### config.mk
export PLATFORM = sky130hd
export DESIGN_NAME = litedram_port_arbiter
export DESIGN_NICKNAME = d
export VERILOG_FILES = /design/src/rtl/litedram_port_arbiter_pkg.sv /design/src/rtl/litedram_port_arbiter_tag_fifo.sv /design/src/rtl/litedram_port_arbiter.sv
export SDC_FILE = /design/constraint.sdc
export NUM_CORES = 1
export LEC_CHECK = 0
export CAP_MARGIN = 5
export CORE_AREA = 2 2 677 679
export CTS_CLUSTER_DIAMETER = 100
export CTS_CLUSTER_SIZE = 16
export DETAILED_ROUTE_END_ITERATION = 8
export DIE_AREA = 0 0 679 681
export SYNTH_ARGS = -nofsm -noshare
export SYNTH_HDL_FRONTEND = slang
export SYNTH_SLANG_ARGS = --single-unit
### constraint.sdc
create_clock -name user_clk -period 2.8 [get_ports user_clk]
set_clock_uncertainty 0.1 [all_clocks]
set_input_delay 0.56 -clock user_clk [delete_from_list [all_inputs] [get_ports user_clk]]
set_output_delay 0.56 -clock user_clk [all_outputs]
set_load 0.01 [all_outputs]
### src/rtl/litedram_port_arbiter_pkg.sv
// Shared types and default sizing for the two-requester LiteDRAM port arbiter.
package litedram_arb_pkg;

  typedef enum logic [1:0] {
    IDLE  = 2'd0,
    CMD   = 2'd1,
    WDATA = 2'd2
  } arb_state_t;

  // Requester id: 0 = p0, 1 = p1
  typedef logic req_id_t;

  localparam int DEF_ADDR_W = 24;
  localparam int DEF_DATA_W = 256;
  localparam int DEF_MAX_RD = 4;

endpackage

### src/rtl/litedram_port_arbiter_tag_fifo.sv
// Small FIFO of requester ids, one entry per outstanding read, so returning
// in-order read data can be steered back to the requester that issued it.
module litedram_tag_fifo
  import litedram_arb_pkg::*;
#(
  parameter int DEPTH = DEF_MAX_RD
) (
  input  logic                     user_clk,
  input  logic                     user_rst_n,
  input  logic                     push,
  input  req_id_t                  push_id,
  input  logic                     pop,
  output req_id_t                  head_id,
  output logic                     empty,
  output logic                     full,
  output logic [$clog2(DEPTH):0]   count
);

  localparam int PTR_W = $clog2(DEPTH);
  localparam int CNT_W = PTR_W + 1;
  localparam logic [CNT_W-1:0] FULL_CNT = CNT_W'(DEPTH);

  req_id_t          mem [DEPTH];
  logic [PTR_W-1:0] wr_ptr;
  logic [PTR_W-1:0] rd_ptr;
  logic             do_push;
  logic             do_pop;

  assign empty   = (count == '0);
  assign full    = (count == FULL_CNT);
  assign do_push = push & ~full;
  assign do_pop  = pop & ~empty;
  assign head_id = mem[rd_ptr];

  // Tag storage needs no reset: entries are only read while count is non-zero
  always_ff @(posedge user_clk) begin
    if (do_push) mem[wr_ptr] <= push_id;
  end

  // Pointers wrap naturally because DEPTH is a power of two
  always_ff @(posedge user_clk or negedge user_rst_n) begin
    if (!user_rst_n) begin
      wr_ptr <= '0;
      rd_ptr <= '0;
      count  <= '0;
    end else begin
      if (do_push) wr_ptr <= wr_ptr + 1'b1;
      if (do_pop)  rd_ptr <= rd_ptr + 1'b1;
      case ({do_push, do_pop})
        2'b10:   count <= count + 1'b1;
        2'b01:   count <= count - 1'b1;
        default: count <= count;
      endcase
    end
  end

endmodule

### src/rtl/litedram_port_arbiter.sv
// Round-robin arbiter sharing one LiteDRAM native user port between two
// requesters. Commands are granted one at a time; write data follows its
// command; read data is routed back by the tag FIFO in issue order.
module litedram_port_arbiter
  import litedram_arb_pkg::*;
#(
  parameter int ADDR_W = DEF_ADDR_W,
  parameter int DATA_W = DEF_DATA_W,
  parameter int MAX_RD = DEF_MAX_RD
) (
  input  logic                user_clk,
  input  logic                user_rst_n,
  input  logic                p0_cmd_valid,
  output logic                p0_cmd_ready,
  input  logic                p0_cmd_we,
  input  logic [ADDR_W-1:0]   p0_cmd_addr,
  input  logic                p0_wdata_valid,
  output logic                p0_wdata_ready,
  input  logic [DATA_W/8-1:0] p0_wdata_we,
  input  logic [DATA_W-1:0]   p0_wdata_data,
  output logic                p0_rdata_valid,
  input  logic                p0_rdata_ready,
  output logic [DATA_W-1:0]   p0_rdata_data,
  input  logic                p1_cmd_valid,
  output logic                p1_cmd_ready,
  input  logic                p1_cmd_we,
  input  logic [ADDR_W-1:0]   p1_cmd_addr,
  input  logic                p1_wdata_valid,
  output logic                p1_wdata_ready,
  input  logic [DATA_W/8-1:0] p1_wdata_we,
  input  logic [DATA_W-1:0]   p1_wdata_data,
  output logic                p1_rdata_valid,
  input  logic                p1_rdata_ready,
  output logic [DATA_W-1:0]   p1_rdata_data,
  output logic                m_cmd_valid,
  input  logic                m_cmd_ready,
  output logic                m_cmd_we,
  output logic [ADDR_W-1:0]   m_cmd_addr,
  output logic                m_wdata_valid,
  input  logic                m_wdata_ready,
  output logic [DATA_W/8-1:0] m_wdata_we,
  output logic [DATA_W-1:0]   m_wdata_data,
  input  logic                m_rdata_valid,
  output logic                m_rdata_ready,
  input  logic [DATA_W-1:0]   m_rdata_data,
  output logic                busy,
  output logic                rd_err
);

  arb_state_t               state;
  req_id_t                  grant;
  req_id_t                  prio;
  req_id_t                  pick;
  req_id_t                  head_id;
  logic                     fifo_empty;
  logic                     fifo_full;
  logic [$clog2(MAX_RD):0]  rd_count;
  logic                     elig0;
  logic                     elig1;
  logic                     g_we;
  logic                     cmd_hs;
  logic                     wdata_hs;
  logic                     tag_push;
  logic                     rd_pop;

  // A read is only eligible while a tag slot is free; writes always are
  assign elig0    = p0_cmd_valid & (p0_cmd_we | ~fifo_full);
  assign elig1    = p1_cmd_valid & (p1_cmd_we | ~fifo_full);
  assign pick     = (elig0 & elig1) ? prio : elig1;
  assign g_we     = grant ? p1_cmd_we : p0_cmd_we;
  assign cmd_hs   = m_cmd_valid & m_cmd_ready;
  assign wdata_hs = m_wdata_valid & m_wdata_ready;
  assign tag_push = cmd_hs & ~g_we;
  assign rd_pop   = m_rdata_valid & m_rdata_ready;
  assign busy     = (state != IDLE) | (rd_count != '0);

  // Grant FSM: arbitrate in IDLE, then hold the grant until the command
  // (and its write beat, for writes) has been accepted
  always_ff @(posedge user_clk or negedge user_rst_n) begin
    if (!user_rst_n) begin
      state <= IDLE;
      grant <= 1'b0;
      prio  <= 1'b0;
    end else begin
      case (state)
        IDLE: begin
          if (elig0 | elig1) begin
            grant <= pick;
            prio  <= ~pick;
            state <= CMD;
          end
        end
        CMD: begin
          if (m_cmd_ready) state <= g_we ? WDATA : IDLE;
        end
        WDATA: begin
          if (wdata_hs) state <= IDLE;
        end
        default: state <= IDLE;
      endcase
    end
  end

  // Forward the granted requester's command/write fields; everything idle otherwise
  always_comb begin
    m_cmd_valid    = 1'b0;
    m_cmd_we       = 1'b0;
    m_cmd_addr     = '0;
    p0_cmd_ready   = 1'b0;
    p1_cmd_ready   = 1'b0;
    m_wdata_valid  = 1'b0;
    m_wdata_we     = '0;
    m_wdata_data   = '0;
    p0_wdata_ready = 1'b0;
    p1_wdata_ready = 1'b0;
    if (state == CMD) begin
      m_cmd_valid  = 1'b1;
      m_cmd_we     = g_we;
      m_cmd_addr   = grant ? p1_cmd_addr : p0_cmd_addr;
      p0_cmd_ready = ~grant & m_cmd_ready;
      p1_cmd_ready = grant & m_cmd_ready;
    end
    if (state == WDATA) begin
      m_wdata_valid  = grant ? p1_wdata_valid : p0_wdata_valid;
      m_wdata_we     = grant ? p1_wdata_we : p0_wdata_we;
      m_wdata_data   = grant ? p1_wdata_data : p0_wdata_data;
      p0_wdata_ready = ~grant & m_wdata_ready;
      p1_wdata_ready = grant & m_wdata_ready;
    end
  end

  // Read return is steered purely by the FIFO head, independent of the FSM
  always_comb begin
    p0_rdata_data  = m_rdata_data;
    p1_rdata_data  = m_rdata_data;
    p0_rdata_valid = m_rdata_valid & ~fifo_empty & ~head_id;
    p1_rdata_valid = m_rdata_valid & ~fifo_empty & head_id;
    m_rdata_ready  = ~fifo_empty & (head_id ? p1_rdata_ready : p0_rdata_ready);
  end

  // Read data with no outstanding tag is a protocol error; held until reset
  always_ff @(posedge user_clk or negedge user_rst_n) begin
    if (!user_rst_n)                      rd_err <= 1'b0;
    else if (m_rdata_valid & fifo_empty)  rd_err <= 1'b1;
  end

  litedram_tag_fifo #(
    .DEPTH (MAX_RD)
  ) u_tag_fifo (
    .user_clk   (user_clk),
    .user_rst_n (user_rst_n),
    .push       (tag_push),
    .push_id    (grant),
    .pop        (rd_pop),
    .head_id    (head_id),
    .empty      (fifo_empty),
    .full       (fifo_full),
    .count      (rd_count)
  );

endmodule

Word level (Yosys, flattened, before mapping)
Memory sizes are Yosys's and may differ from the RTL's.
Cells that the tools add are included.
W data, S select, Z words.
{"block": "classes", "n_reduce_logical": 7, "bitwise_logic": 28, "n_mux": 25, "add_sub_neg": 4, "eq_ne": 8}
{"op": "$mux W256", "n": 2}
{"op": "$mux W32", "n": 2}
{"op": "$mux W24", "n": 2}
{"op": "$and A1 B1 Y1", "n": 18}
{"op": "$mux W1", "n": 13}
{"op": "$mux W2", "n": 4}
{"op": "$ne A2 B2 Y1 const B", "n": 3}
{"op": "$not A1 Y1", "n": 6}
{"op": "$pmux W2 S3", "n": 1}
{"op": "$pmux W3 S2", "n": 1}
{"op": "$add A2 B1 Y2 const B", "n": 2}
{"op": "$eq A2 B1 Y1 const B", "n": 2}
{"op": "$eq A2 B2 Y1 const B", "n": 2}
{"op": "$or A1 B1 Y1", "n": 4}
{"op": "$reduce_bool A2 Y1", "n": 2}
{"op": "$add A3 B1 Y3 const B", "n": 1}
{"op": "$eq A3 B3 Y1 const B", "n": 1}
{"op": "$logic_not A3 Y1", "n": 1}
{"op": "$reduce_and A3 Y1", "n": 1}
{"op": "$reduce_bool A3 Y1", "n": 1}
{"op": "$sub A3 B1 Y3 const B", "n": 1}
{"op": "$logic_not A2 Y1", "n": 1}
{"op": "$reduce_and A2 Y1", "n": 1}
{"block": "word_totals", "in_bits": 893, "regBits": 12, "ram_bits": 4, "word_cells": 80, "n_memories": 1, "out_inout_bits": 836}
{"memory": "u_tag_fifo.mem", "words": 4, "word_bits": 1, "read_ports": 1, "rd_ports_with_merged_regs": 0, "write_ports": 1, "line_no": "litedram_port_arbiter_tag_fifo.sv:23", "text": "req_id_t mem [DEPTH];"}

Depth between registers and ports, before layout
{"block": "logic_depth", "word_depth": 7, "mapped_depth": 12, "mapped_depth_nobuf": 10}

Cells and area by module
Synthesis repeated with hierarchy kept, for this count alone.
{"block": "hier_totals", "cells_unflattened": 1287, "hier_area_um2": 9993.3}
{"module": "litedram_port_arbiter", "instances": 1, "seq_area_each_um2": 125.1, "area_per_inst_um2": 9410.3, "cells_each": 1245}
{"module": "litedram_tag_fifo", "instances": 1, "seq_area_each_um2": 295.3, "area_per_inst_um2": 583.1, "cells_each": 42}

Worst setup path after synthesis
OpenSTA, ideal clock, no wires.
{"block": "synth_timing", "kind": "reg-to-reg", "startpoint": "reg u_tag_fifo.count[0]", "endpoint": "reg u_tag_fifo.count[2]", "stages_incl_launch_ff": 11, "n_path_buf": 1, "required_ns": 2.621, "period_less_slack_ns": 2.281, "path_slack_ns": 0.519, "arrival_ns": 2.101, "setup_time_ns": 0.079, "cell_sequence": "dfrtp_1 -> or3b_4 -> and4_4 -> buf_6 -> inv_1 -> ha_1 -> inv_1 -> fa_1 -> xor2_1 -> nor2_1 -> xor2_1"}
{"block": "synth_between", "elab_chain_cells": 7, "elab_cells_between_ends": 14, "cone_classes": "add/sub: 2; eq/ne: 3; mux: 1; bitwise: 6; reduce/logical: 2"}
{"element": "start: declaration", "line_no": "litedram_port_arbiter_tag_fifo.sv:16", "text": "output logic [$clog2(DEPTH):0] count"}
{"element": "start signal: assignment", "line_no": "litedram_port_arbiter_tag_fifo.sv:50", "text": "2'b10: count <= count + 1'b1;"}
{"element": "start signal: assignment", "line_no": "litedram_port_arbiter_tag_fifo.sv:51", "text": "2'b01: count <= count - 1'b1;"}
{"element": "start signal: assignment", "line_no": "litedram_port_arbiter_tag_fifo.sv:52", "text": "default: count <= count;"}
{"element": "$logic_not A3 Y1", "line_no": "litedram_port_arbiter_tag_fifo.sv:29", "text": "assign empty = (count == '0);"}
{"element": "$not A1 Y1", "line_no": "litedram_port_arbiter_tag_fifo.sv:32, litedram_port_arbiter.sv:138"}
{"element": "$and A1 B1 Y1", "line_no": "litedram_port_arbiter.sv:138", "text": "m_rdata_ready = ~fifo_empty & (head_id ? p1_rdata_ready : p0_rdata_ready);"}
{"element": "$and A1 B1 Y1", "line_no": "litedram_port_arbiter.sv:74", "text": "assign rd_pop = m_rdata_valid & m_rdata_ready;"}
{"element": "$and A1 B1 Y1", "line_no": "litedram_port_arbiter_tag_fifo.sv:32", "text": "assign do_pop = pop & ~empty;"}
{"element": "$eq A2 B1 Y1 / $eq A2 B2 Y1 (equally long branches)", "line_no": "litedram_port_arbiter_tag_fifo.sv:49", "text": "case ({do_push, do_pop})"}
{"element": "$pmux W3 S2 / $reduce_bool A2 Y1 (equally long branches)"}
Parallel ways exist; a longest one is shown, timed or not.
A chain may end at the register's enable or synchronous reset.

Worst setup path in the final report
{"block": "layout_timing", "startpoint": "reg grant", "endpoint": "out m_wdata_we[8]"}
{"block": "layout_between", "elab_chain_cells": 2}
{"element": "start: declaration", "line_no": "litedram_port_arbiter.sv:51", "text": "req_id_t grant;"}
{"element": "start signal: assignment", "line_no": "litedram_port_arbiter.sv:88", "text": "grant <= pick;"}
{"element": "$mux W32", "line_no": "litedram_port_arbiter.sv:125", "text": "m_wdata_we = grant ? p1_wdata_we : p0_wdata_we;"}
{"element": "$mux W32", "line_no": "litedram_port_arbiter.sv:123", "text": "if (state == WDATA) begin"}
{"element": "end: declaration", "line_no": "litedram_port_arbiter.sv:41", "text": "output logic [DATA_W/8-1:0] m_wdata_we,"}
Every way passes these cells.

==> summary.md <==
| Metric | Value |
|---|---|
| Status | finished, violations left |
| Violated checks | negative setup slack |
| Slew headroom | 0.418 |
| Critical path class | register to primary output |
| Count of maximum capacitance violations | 0 |
| Share of synthesized area spent on multiplexers | 0.338 |
| Top Ports | 1,729 |
| Unrepaired setup endpoints after global routing | true |
| Capturing element type of the critical path | primary output |
| Post-synthesis instance total | 1,292 |
| Fraction of final layout cells with drive strength greater than 1 | 0.196 |
| Largest family of logic cells by synthesized area | buffers and inverters |
| Worst-skew pair later-pin latency | 0.26 ns |
| Pin count of the biggest net entering global routing | 52 |
| Cell types with the largest area share after synthesis | sky130_fd_sc_hd__buf_4 42%, sky130_fd_sc_hd__mux2i_1 34%, sky130_fd_sc_hd__nor2_1 13% |
| Parity-gate share of the synthesized area counting xor and xnor cells | 0.00540 |
| Antenna violations before repair | 385 |
| Die W | 679 um |
| Mean instance size in the synthesized netlist | roughly 7.4 sq um |
| Routed via count | 13,946 |
| Simple-Gate Fraction of Synth Area | 0.142 |
| Number of distinct standard cells referenced by the synthesized netlist | 34 |
| Crit path launch | grant$_DFFE_PN0P_ |
| Total Routing Usage GR | 0.167 |
| Endpoint of the worst hold path | rd_err$_DFFE_PN0P_ |
| Clk sinks | 16 |
| First-pass DRT Iterations | 5 |
| Worst hold path stage count | 1 |
| DRC violation total after the first TritonRoute iteration | 1,068 |
| FP Rows | 248 |
| Final number of setup-violating endpoints | 6 |
| Number of global-route vias before repair | about 12,000 |
| Global-route wire length before repair | 428,000 um |
| Deepest level of the CTS H-tree | 1 |
| Clock transition at the register clock pins on the worst setup and hold paths after CTS | around 0.060 ns |
| Die extent in y | a little under 700 um |
| Maximum root-to-sink buffer count | 2 |
| CTS tree | built |
| Mean routed wirelength per cell | 51.3 um |
| Capture instance of the worst register-to-register path | u_tag_fifo.count[2]$_DFFE_PN0P_ |
| Data arrival time at the worst-slack endpoint | 2.20 ns |
| Total power draw | roughly 0.014 W |
| Die area | 462,000 sq um |
| IO Port Bufs | 960 |
| Post-route antenna net violation count | 0 |
| Synthesis-stage register bit count | 16 |
| Final number of hold-violating endpoints | 0 |
| Filler instances | 53,601 |
| Half-perimeter wire length of the detailed placement result | 388,000 um |
| Worst slew pin tran | approximately 0.87 ns |
| Register-to-Register Setup Slack | between 0.2 and 0.25 ns |
| Final WS setup | -0.0558 ns |
| P&R area growth vs syn | 172% |
| Area of the mapped netlist | approximately 9500 sq um |
| Number of pins with negative max-slew slack in the final report | 0 |
| Global route total overflow | 0 |
| Start of the worst register-to-register path | u_tag_fifo.rd_ptr[1]$_DFFE_PN0P_ |
| Crit path time final | about 2.9 ns |
| Dominant cell type by area after synthesis | sky130_fd_sc_hd__buf_4 |
| Root buf cell | sky130_fd_sc_hd__clkbuf_16 |
| Peak Freq | 350 MHz |
| Sequential share of the synthesized area | 0.0443 |
| Detailed Route WL | between 400,000 and 500,000 um |
| Total number of nets in the final design | 2,622 |
| Register-to-Register Path Depth | 10 |
| Final setup TNS | -0.212 ns |
| Lkg Pwr | between 8 and 9 nW |
| Synthesis warning total | 0 |
| IR drop worst, VDD | 0.394 mV |
| Post-Syn Nets | 2,191 |
| Placer's final routability congestion estimate | 1.07 |
| Startpoint type of the worst setup path | register |
| Routed via count divided by cell count | 1.78 |
| Utilization after layout | 0.0568 |
| Initial Util | 0.0209 |
| Fraction of the mapped netlist area in adder cells | 0.00869 |
| Power per cell area | 560 nW/um^2 |
| DRC violations left | 0 |
| Data required time of the critical path | 2.14 ns |
| Hold crit path type | register to register |
| Worst Min Path Start | rd_err$_DFFE_PN0P_ |
| Period utilisation layout | 1.02 |
| Maximum fanout count along the critical path | 8 |
| Area of the core | 455,000 sq um |
| Post-synth top area share | 0.421 |
| Share of the synthesized area in compound gates (AO/OA/AOI/OAI) | 0.00843 |
| TritonCTS buffer count | 3 |
==> critical path: stages, from the launching register on <==
cell                              delay (ns)
sky130_fd_sc_hd__dfrtp_4                0.44
sky130_fd_sc_hd__buf_8                  0.20
sky130_fd_sc_hd__buf_16                 0.18
sky130_fd_sc_hd__mux2i_4                0.46
sky130_fd_sc_hd__nor2_1                 0.09
sky130_fd_sc_hd__clkdlybuf4s50_1        0.50
==> cell families after synthesis <==
| group | Yosys count |
|---|---|
| AOI/OAI and AO/OA | 12 |
| xor gates and xnor gates | 5 |
| adders and majority gates | 6 |
| buffers and inverters | 591 |
| DFF | 16 |
| muxes | 321 |
| and+or+nand+nor | 341 |
==> sequential cells by signal, summed over array words and instances (netlist names) <==
name	flops
u_tag_fifo.mem	4
u_tag_fifo.count	3
state	2
u_tag_fifo.rd_ptr	2
u_tag_fifo.wr_ptr	2
grant	1
prio	1
rd_err	1
==> per-stage QoR <==
stage / instance area, sq um / hold slack [ns] / instances / worst slack [ns]
final: 25800 / 0.377 / 7816 / -0.0558
after global routing: 25700 / 0.386 / 7763 / -0.0651
after CTS: 25400 / 0.371 / 7721 / -0.0381
after detailed placement: 24700 / 0.350 / 7707 / -0.188
after global placement: 24700 / 0.340 / 7707 / -0.202
after floorplan: 9500 / 0.164 / 1292 / 0.519
==> cell usage in the layout (no fill, tap or decap), drive strengths merged, types with 3 or more instances in the layout <==
cell type      instances
and2                   4
nand2                  4
nor2                 320
ha                     5
dlymetal6s2s          13
inv                    7
diode                 94
clkdlybuf4s50        736
edfxtp                 4
dfrtp                 12
dlygate4sd2            3
buf                  252
bufbuf                 5
clkbuf                 4
xor2                   3
mux2i                321
nand2b                 3
==> repair_timing <==
| action | CTS | global route |
|---|---|---|
| endpoints found under the setup margin | 105 | 82 |
| setup buffers | 5 | 0 |
| hold buffers | 0 | 0 |
| gates resized for setup | 79 | 43 |
| pin swaps | 0 | 1 |
| cloned | 5 | 1 |
==> how the worst max path moves through the flow <==
stage	to	cells past startpoint
after floorplan	u_tag_fifo.count[2]$_DFFE_PN0P_	10
after global placement	m_wdata_we[8]	4
after detailed placement	m_wdata_we[8]	4
after CTS	m_wdata_data[114]	5
after global routing	m_wdata_data[114]	5
final	m_wdata_we[8]	5
==> layer usage <==
metal  track usage  wire (um)  vias to the layer above
li1              -          -                     4649
met1         0.117      98500                     5783
met2         0.259     175000                     2510
met3         0.220     112000                      790
met4        0.0466      13900                      214
met5        0.0136       2510                        -
==> area by class of cell <==
class	instances	area, sq um	area share
diodes	94	235	0.00911
clock buffers	3	75.1	0.00291
clock inverters	1	3.75	0.000145
inverters	7	26.3	0.00102
multi-input cells	685	5210	0.202
flip-flops and latches	16	424	0.0164
well taps	6000	7510	0.291
repair buffers	1010	12300	0.478
==> cell usage after synthesis <==
master	count
sky130_fd_sc_hd__nand2_1	4
sky130_fd_sc_hd__a31oi_1	2
sky130_fd_sc_hd__nor2b_1	2
sky130_fd_sc_hd__xnor2_1	1
sky130_fd_sc_hd__and2_4	4
sky130_fd_sc_hd__xnor2_2	1
sky130_fd_sc_hd__nor3_1	2
sky130_fd_sc_hd__nor3b_2	1
sky130_fd_sc_hd__o31ai_1	1
sky130_fd_sc_hd__dfrtp_1	12
sky130_fd_sc_hd__buf_4	533
sky130_fd_sc_hd__and4b_1	1
sky130_fd_sc_hd__buf_2	34
sky130_fd_sc_hd__inv_1	7
sky130_fd_sc_hd__or3b_4	1
sky130_fd_sc_hd__clkbuf_1	12
sky130_fd_sc_hd__nor3b_1	1
sky130_fd_sc_hd__a211oi_1	1
sky130_fd_sc_hd__o21a_1	2
sky130_fd_sc_hd__and4_4	1
sky130_fd_sc_hd__mux2i_1	321
sky130_fd_sc_hd__o21ai_0	1
sky130_fd_sc_hd__a21o_1	1
sky130_fd_sc_hd__xor2_1	3
sky130_fd_sc_hd__o21ai_2	1
sky130_fd_sc_hd__o22ai_1	1
sky130_fd_sc_hd__edfxtp_1	4
sky130_fd_sc_hd__ha_1	5
sky130_fd_sc_hd__nand2b_1	3
sky130_fd_sc_hd__a21oi_1	2
sky130_fd_sc_hd__buf_6	5
sky130_fd_sc_hd__fa_1	1
sky130_fd_sc_hd__nor2_1	320
sky130_fd_sc_hd__and3_1	1
==> where the power goes <==
group / leakage (nW) / switching [W] / total (W) / internal [W]
registers: 0.175 / 0.0000982 / 0.000447 / 0.000349
logic: 7.85 / 0.00749 / 0.0137 / 0.00623
clock network: 0.0391 / 0.000111 / 0.000302 / 0.000191
No activity file was read; power rests on OpenSTA's default activity.
